[src/rtl/alu_pkg.sv]
// Shared definitions for the ALU result path: opcodes, flag positions, FIFO entry layout.
package alu_pkg;

    localparam logic [1:0] OP_ADD = 2'b00;
    localparam logic [1:0] OP_SUB = 2'b01;
    localparam logic [1:0] OP_AND = 2'b10;
    localparam logic [1:0] OP_OR  = 2'b11;

    localparam int FLG_N = 3;
    localparam int FLG_Z = 2;
    localparam int FLG_C = 1;
    localparam int FLG_V = 0;

    typedef struct packed {
        logic [3:0] result;
        logic [1:0] sel;
        logic [3:0] flags;
    } entry_t;

endpackage

[src/rtl/alu_flag_gen.sv]
// Combinational N/Z/C/V derivation from an ALU result, its carry, opcode and operand signs.
module alu_flag_gen
    import alu_pkg::*;
(
    input  logic [3:0] result,
    input  logic       carry,
    input  logic [1:0] sel,
    input  logic       a_msb,
    input  logic       b_msb,
    output logic [3:0] flags
);

    always_comb begin
        flags        = '0;
        flags[FLG_N] = result[3];
        flags[FLG_Z] = (result == 4'd0);
        case (sel)
            OP_ADD: begin
                flags[FLG_C] = carry;
                flags[FLG_V] = (a_msb == b_msb) && (result[3] != a_msb);
            end
            OP_SUB: begin
                // carry set means no borrow
                flags[FLG_C] = carry;
                flags[FLG_V] = (a_msb != b_msb) && (result[3] != a_msb);
            end
            default: begin
                flags[FLG_C] = 1'b0;
                flags[FLG_V] = 1'b0;
            end
        endcase
    end

endmodule

[src/rtl/alu_result_stage.sv]
// Registered result FIFO behind the ALU with per-entry flags, sticky C/V and a retired counter.
module alu_result_stage
    import alu_pkg::*;
#(
    parameter int DEPTH = 2,
    parameter int CNT_W = 8
) (
    input  logic             clk,
    input  logic             rst,
    input  logic             in_valid,
    output logic             in_ready,
    input  logic [3:0]       in_result,
    input  logic             in_carry,
    input  logic [1:0]       in_sel,
    input  logic             in_a_msb,
    input  logic             in_b_msb,
    output logic             out_valid,
    input  logic             out_ready,
    output logic [3:0]       out_result,
    output logic [1:0]       out_sel,
    output logic [3:0]       out_flags,
    output logic             sticky_c,
    output logic             sticky_v,
    input  logic             sticky_clr,
    output logic [CNT_W-1:0] retired_cnt
);

    localparam int AW = (DEPTH > 1) ? $clog2(DEPTH) : 1;
    localparam logic [AW:0] FULL_OCC = (AW + 1)'(DEPTH);

    entry_t        mem [DEPTH];
    logic [AW-1:0] wr_ptr, rd_ptr;
    logic [AW:0]   occ;
    logic [3:0]    flags;
    logic          push, pop;
    entry_t        head;

    alu_flag_gen u_flag_gen (
        .result (in_result),
        .carry  (in_carry),
        .sel    (in_sel),
        .a_msb  (in_a_msb),
        .b_msb  (in_b_msb),
        .flags  (flags)
    );

    assign in_ready  = (occ != FULL_OCC);
    assign out_valid = (occ != '0);
    assign push      = in_valid && in_ready;
    assign pop       = out_valid && out_ready;

    // Head is read straight from storage through the registered read pointer.
    assign head       = mem[rd_ptr];
    assign out_result = head.result;
    assign out_sel    = head.sel;
    assign out_flags  = head.flags;

    always_ff @(posedge clk) begin
        if (rst) begin
            for (int i = 0; i < DEPTH; i++) mem[i] <= '0;
            wr_ptr      <= '0;
            rd_ptr      <= '0;
            occ         <= '0;
            sticky_c    <= 1'b0;
            sticky_v    <= 1'b0;
            retired_cnt <= '0;
        end else begin
            if (push) begin
                mem[wr_ptr] <= '{result: in_result, sel: in_sel, flags: flags};
                wr_ptr      <= wr_ptr + AW'(1);
            end
            if (pop) begin
                rd_ptr      <= rd_ptr + AW'(1);
                retired_cnt <= retired_cnt + CNT_W'(1);
            end
            case ({push, pop})
                2'b10:   occ <= occ + (AW + 1)'(1);
                2'b01:   occ <= occ - (AW + 1)'(1);
                default: occ <= occ;
            endcase
            // A push in the same cycle as a clear still sets the flag.
            sticky_c <= (sticky_clr ? 1'b0 : sticky_c) | (push & flags[FLG_C]);
            sticky_v <= (sticky_clr ? 1'b0 : sticky_v) | (push & flags[FLG_V]);
        end
    end

endmodule

[config.mk]
export PLATFORM = sky130hd
export DESIGN_NAME = alu_result_stage
export DESIGN_NICKNAME = d
export VERILOG_FILES = /design/src/rtl/alu_pkg.sv /design/src/rtl/alu_flag_gen.sv /design/src/rtl/alu_result_stage.sv
export SDC_FILE = /design/constraint.sdc
export NUM_CORES = 1
export LEC_CHECK = 0
export CAP_MARGIN = 20
export CORE_ASPECT_RATIO = 1.2
export CORE_MARGIN = 4
export CORE_UTILIZATION = 45
export CTS_BUF_LIST = sky130_fd_sc_hd__clkbuf_8
export CTS_CLUSTER_DIAMETER = 200
export CTS_CLUSTER_SIZE = 30
export DETAILED_ROUTE_END_ITERATION = 7
export GPL_TIMING_DRIVEN = 1
export PLACE_DENSITY_LB_ADDON = 0.25
export SLEW_MARGIN = 10
export SYNTH_ARGS = -nofsm -noshare
export SYNTH_HDL_FRONTEND = slang
export SYNTH_SLANG_ARGS = --single-unit
[constraint.sdc]
create_clock -name clk -period 4.5 [get_ports clk]
set_clock_uncertainty 0.2 [all_clocks]
set_input_delay 0.45 -clock clk [delete_from_list [all_inputs] [get_ports clk]]
set_output_delay 0.45 -clock clk [all_outputs]
set_load 0.1 [all_outputs]
---- After elaboration in Yosys (flattened, before gate mapping) ----
Memories as Yosys holds them, arrays and structs flattened. A register that Yosys moved wholly into a read port is not among the register bits.
Cells that the tools add are included.
storage, ports and cells
  bits in registers ....................... 14
  bits in latches ......................... 0
  memory bits (writable) .................. 20
  ROM bits ................................ 0
  bits of input ports ..................... 14
  output and inout port bits .............. 22
  logic and storage cells ................. 46
  memories kept ........................... 1
memory list
  name  depth  bits a word  rd ports  clocked after Yosys merged registers in  write ports  RTL line                source
  mem   2      10           1         1                                        2            alu_result_stage.sv:31  entry_t mem [DEPTH];
operators by class
  add/sub/neg operators ................... 5
  $mul .................................... 0
  divide/modulo/power cells ............... 0
  magnitude comparators ................... 0
  eq/ne operators ......................... 7
  shift-type cells ........................ 0
  muxes and demuxes ....................... 14
  bitwise operators ....................... 4
  reduce and logical (&&, ||, !) cells .... 9
operators with widths
  operator                                                               number
  1-bit two-way mux                                                      11
  10-bit two-way mux                                                     1
  10-bit OR reduction                                                    1
  8-bit by 1-bit adder with 8-bit output, second input constant          1
  2-bit one-hot mux with 2 select lines                                  2
  2-bit by 1-bit equality test with 1-bit output, second input constant  2
  1-bit logical AND                                                      4
  4-bit zero test                                                        1
  2-bit nonzero test                                                     2
  1-bit adder, second input constant                                     2
  2-bit by 1-bit adder with 2-bit output, second input constant          1
  1-bit bitwise AND                                                      2
  2-bit equality test, second input constant                             1
  2-bit zero test                                                        1
  1-bit != test                                                          2
  2-bit != test, second input constant                                   1
  1-bit OR                                                               2
  2-bit by 1-bit subtractor with 2-bit output, second input constant     1
  1-bit equality test                                                    1

---- Longest topological paths before layout ----
  depth after elaboration ................. 7
  depth in mapped cells ................... 8
  mapped depth without buffers ............ 7

---- Hierarchy ----
A second synthesis with hierarchy kept.
unflattened totals
  cells, all modules ...................... 135
  area total of the unflattened synthesis .. 1600.3 µm²
modules (own cells, without submodules)
  module            times used  cells each  area an instance (µm²)  sequential area each (µm²)
  alu_result_stage  1           128         1545.2                  900.9
  alu_flag_gen      1           7           55.1                    0.0

---- Worst setup path before layout ----
No wires, ideal clock.
  kind .................................... flip-flop to flip-flop
  start ................................... reg occ[0]
  end ..................................... reg occ[1]
  library setup time ...................... 0.071 ns
  data arrival time ....................... 2.051 ns
  setup slack ............................. 2.178 ns
  stages on the path, launching flop included .. 8
  buffers on the path ..................... 1
  path through ............................ dfxtp_1 buf_6 nor2b_4 inv_1 nand2_1 ha_1 or3_1 a21oi_1
between the ends
  word-level cells in the longest chain between the ends .. 4
ends and longest elaborated chain
  element                                                                                       RTL line                source
  start, declared                                                                               alu_result_stage.sv:33  logic [AW:0] occ;
  start signal, assigned                                                                        alu_result_stage.sv:77  2'b10: occ <= occ + (AW + 1)'(1);
  start signal, assigned                                                                        alu_result_stage.sv:78  2'b01: occ <= occ - (AW + 1)'(1);
  2-bit != test *                                                                               alu_result_stage.sv:47  assign in_ready = (occ != FULL_OCC);
  named net in_ready                                                                            alu_result_stage.sv:11  output logic in_ready,
  1-bit logical AND *                                                                           alu_result_stage.sv:49  assign push = in_valid && in_ready;
  2-bit by 1-bit equality test with 1-bit output / 2-bit equality test (equally long branches)  alu_result_stage.sv:76  case ({push, pop})
  2-bit one-hot mux with 2 select lines / 2-bit nonzero test (equally long branches)            --
The timed path passes the listed nets; every way through them passes the cells marked *.
A chain may end at the register's enable or synchronous reset.

==> summary.md <==
| Metric | Value |
|---|---|
| FP Rows | `22` |
| Antenna Nets Post-Route | `0` |
| Post-synth EDFFs | `18` |
| Share of layout cells above drive strength 1 | `12.5%` |
| Total grt overflow | `0` |
| Placed insts | `196` |
| Clk sink count | `33` |
| Internal power | `0.000646 W` |
| Top FF cell, synth | `edfxtp_1` |
| GP Congestion | `0.745` |
| Fin. max-slew vios | `0` |
| Startpoint type of the worst setup path | `flop` |
| Die footprint | `4320 sq um` |
| Setup-failing EPs final | `0` |
| Post-Synthesis Cells | `131` |
| Gr usage total | `15.6%` |
| Reg clk slew, reported paths | `0.06 ns` |
| First-pass GRT wire length | `5.09 mm` |
| Tmin final | `2.86 ns` |
| Status | `finished clean` |
| Die Y | `71.2 um` |
| Pin slew with the least headroom to its limit | `0.978 ns` |
| DR pass1 iterations | `4` |
| Post-synth net total | `147` |
| Hold Crit Class | `flop to flop` |
| Total wire length | `2.95 mm` |
| H-tree depth | `2` |
| Iter 0 DRT Violations | `22` |
| Fmax | `0.350 GHz` |
| Root buffer cell | `clkbuf_8` |
| Ys async rst share | `0%` |
| Mapped Avg Cell Area | `11.4 sq um` |
| Vias in the first global route | `1,160` |
| Layout fillers | `284` |
| Initial antenna violation count | `0` |
| CTS tree | `built` |
| Cell Area, Synth | `1500 sq um` |
| Clock network power share | `18.0%` |
| Vias | `1,093` |
| Sequential share of power | `33.7%` |
| Sw Pwr | `0.000567 W` |
| Initial Utilization | `47.7%` |
| Post-CTS sizing | `0` |
| # DRC | `0` |
| Yosys reg bits | `33` |
| Combinational share of power | `48.2%` |
| PD cells | `623 nW/um^2` |
| Worst Path Arrival | `2.21 ns` |
| Fin worst setup slack | `1.64 ns` |
| Final hold viol count | `0` |
| Netlist cell types | `37` |
| Sw frac | `46.8%` |
| Antenna fix cells | `0` |
| Post-synthesis sequential area ratio | `56.2%` |
| Pre-CTS setup slack | `1.63 ns` |
| Final Non-Filler Cells | `204` |
| Syn-to-layout area delta | `30.0%` |
| Chip width | `60.6 um` |
| DR vias/cell | `5.36` |
| Ys Warns | `0` |
| Post-CTS setup buffer count | `0` |
| Max Cap Viol | `0` |
| LEAKAGE | `0.723 nW` |
| Setup TNS | `0 ns` |
| CP Max Fanout | `9` |
| Largest net degree at the start of global routing | `20` |
| Peak supply drop | `0.417 mV` |
| Maximum buffer depth of the clock tree | `2` |
| Post-DP HPWL | `2.22 mm` |
| CORE AREA | `3140 sq um` |
| CP Data Required Time | `3.85 ns` |
| Tcrit/Tclk final | `63.5%` |
| RSZ-0062 raised after global routing | `false` |
| Clock latency on the worst-skew pair | `0.27 ns` |
| Ports | `36` |
| CP Class | `flop to primary output` |
| Worst reg-to-reg setup slack | `2.46 ns` |
| Hold buffer count at CTS | `0` |
| TritonCTS buffer count | `5` |
| Slew Limit Headroom | `34.6%` |
| Setup crit end kind | `primary output` |
| Nets | `183` |
| Port bufs | `35` |
| Avg WL per Cell | `14.4 um` |
## power by group through the flow
stage	Sequential, W	Combinational [W]	Clock [W]
floorplan	0.000431	0.000461	0
global placement	0.000415	0.000581	0
detailed placement	0.000417	0.000588	0
CTS	0.000411	0.000589	0.000222
global route	0.000418	0.000612	0.000237
finish	0.000409	0.000585	0.000218
## Yosys cell counts (all sizes together) (2+ instances only)
| cell | instances | area (sq um) |
|---|---|---|
| or3 | 5 | 33.8 |
| o21ai | 8 | 40.0 |
| mux2 | 9 | 101 |
| nor2 | 7 | 26.3 |
| xor2 | 3 | 26.3 |
| and2 | 14 | 87.6 |
| nor3 | 4 | 20.0 |
| edfxtp | 18 | 541 |
| mux2i | 2 | 20.0 |
| inv | 6 | 22.5 |
| xnor2 | 3 | 26.3 |
| nand2 | 4 | 15.0 |
| ha | 2 | 25.0 |
| nand3 | 2 | 10.0 |
| or2 | 2 | 12.5 |
| nor2b | 3 | 26.3 |
| dfxtp | 15 | 300 |
| a21oi | 7 | 35.0 |
| buf | 5 | 32.5 |
| nor4b | 2 | 23.8 |
## placed cells by master (no fill, tap or decap), drive strengths merged
master         count
nand4              1
or2                2
clkbuf             6
or4                1
mux2               9
inv                8
a21o               1
nor2               7
edfxtp            18
nand2              4
or3                5
nor2b              3
xor2               3
nand2b             1
nor4               1
o2111ai            1
nor3               4
or4b               1
o21ai              8
o211ai             1
xnor2              3
nand3              2
dfxtp             15
a21oi              7
o31ai              1
and2              14
clkdlybuf4s50     35
nor4b              2
ha                 2
mux2i              2
## state kept, by name, summed over array words and instances (netlist names), named ones only
name,count
retired_cnt,8
mem,18
sticky_v,1
rd_ptr,1
wr_ptr,1
sticky_c,1
occ,2
## worst paths after layout
path	start	to	depth (start not counted)
max	flop	out_flags[3]	2
min	sticky_c	sticky_c	2
max reg2reg	occ[0]	mem[1][4]	3
min reg2reg	sticky_c	sticky_c	2
## per-layer routing
metal / routed length (um) / GRT usage, % / vias to the layer above
met5: 0 / 0 / -
met4: 49 / 6.02 / 0
met3: 170 / 4.20 / 7
met2: 1600 / 27.2 / 35
met1: 1130 / 17.4 / 514
li1: - / - / 537
## logic make-up (layout without fill, tap and decap cells)
kind of cell / count (synthesis) / after routing / synth area share [%]
adders and majority gates: 2 / 2 / 1.67
DFF: 33 / 33 / 56.2
AOI/OAI and AO/OA: 19 / 19 / 7.11
muxes: 11 / 11 / 8.11
buffers and inverters: 12 / 49 / 3.93
and+or+nand+nor: 48 / 48 / 19.5
xor gates and xnor gates: 6 / 6 / 3.51
## layout make-up
cell class	instances	area [sq um]	area share, %
Sequential cell	33	841	43.2
Clock buffer	6	82.6	4.24
Multi-Input combinational cell	86	597	30.7
Clock inverter	2	7.51	0.386
Timing Repair Buffer	35	350	18.0
Inverter	6	22.5	1.16
Tap cell	36	45.0	2.32
## critical path, stage by stage (launching register included)
cell and delay, ns:
dfxtp_1 0.56, mux2_2 0.25, clkdlybuf4s50_1 1.13
## stage by stage
step / power, W / hold slack [ns] / cell area, sq um / utilization [%]
floorplan: 0.000892 / 0.272 / 1500 / -
global route: 0.00127 / 0.308 / 1950 / 62.0
CTS: 0.00122 / 0.271 / 1950 / 62.0
finish: 0.00121 / 0.264 / 1950 / 62.0
global placement: 0.000996 / 0.245 / 1860 / 59.1
detailed placement: 0.00101 / 0.256 / 1860 / 59.1
(Power assumes the default switching activity.)
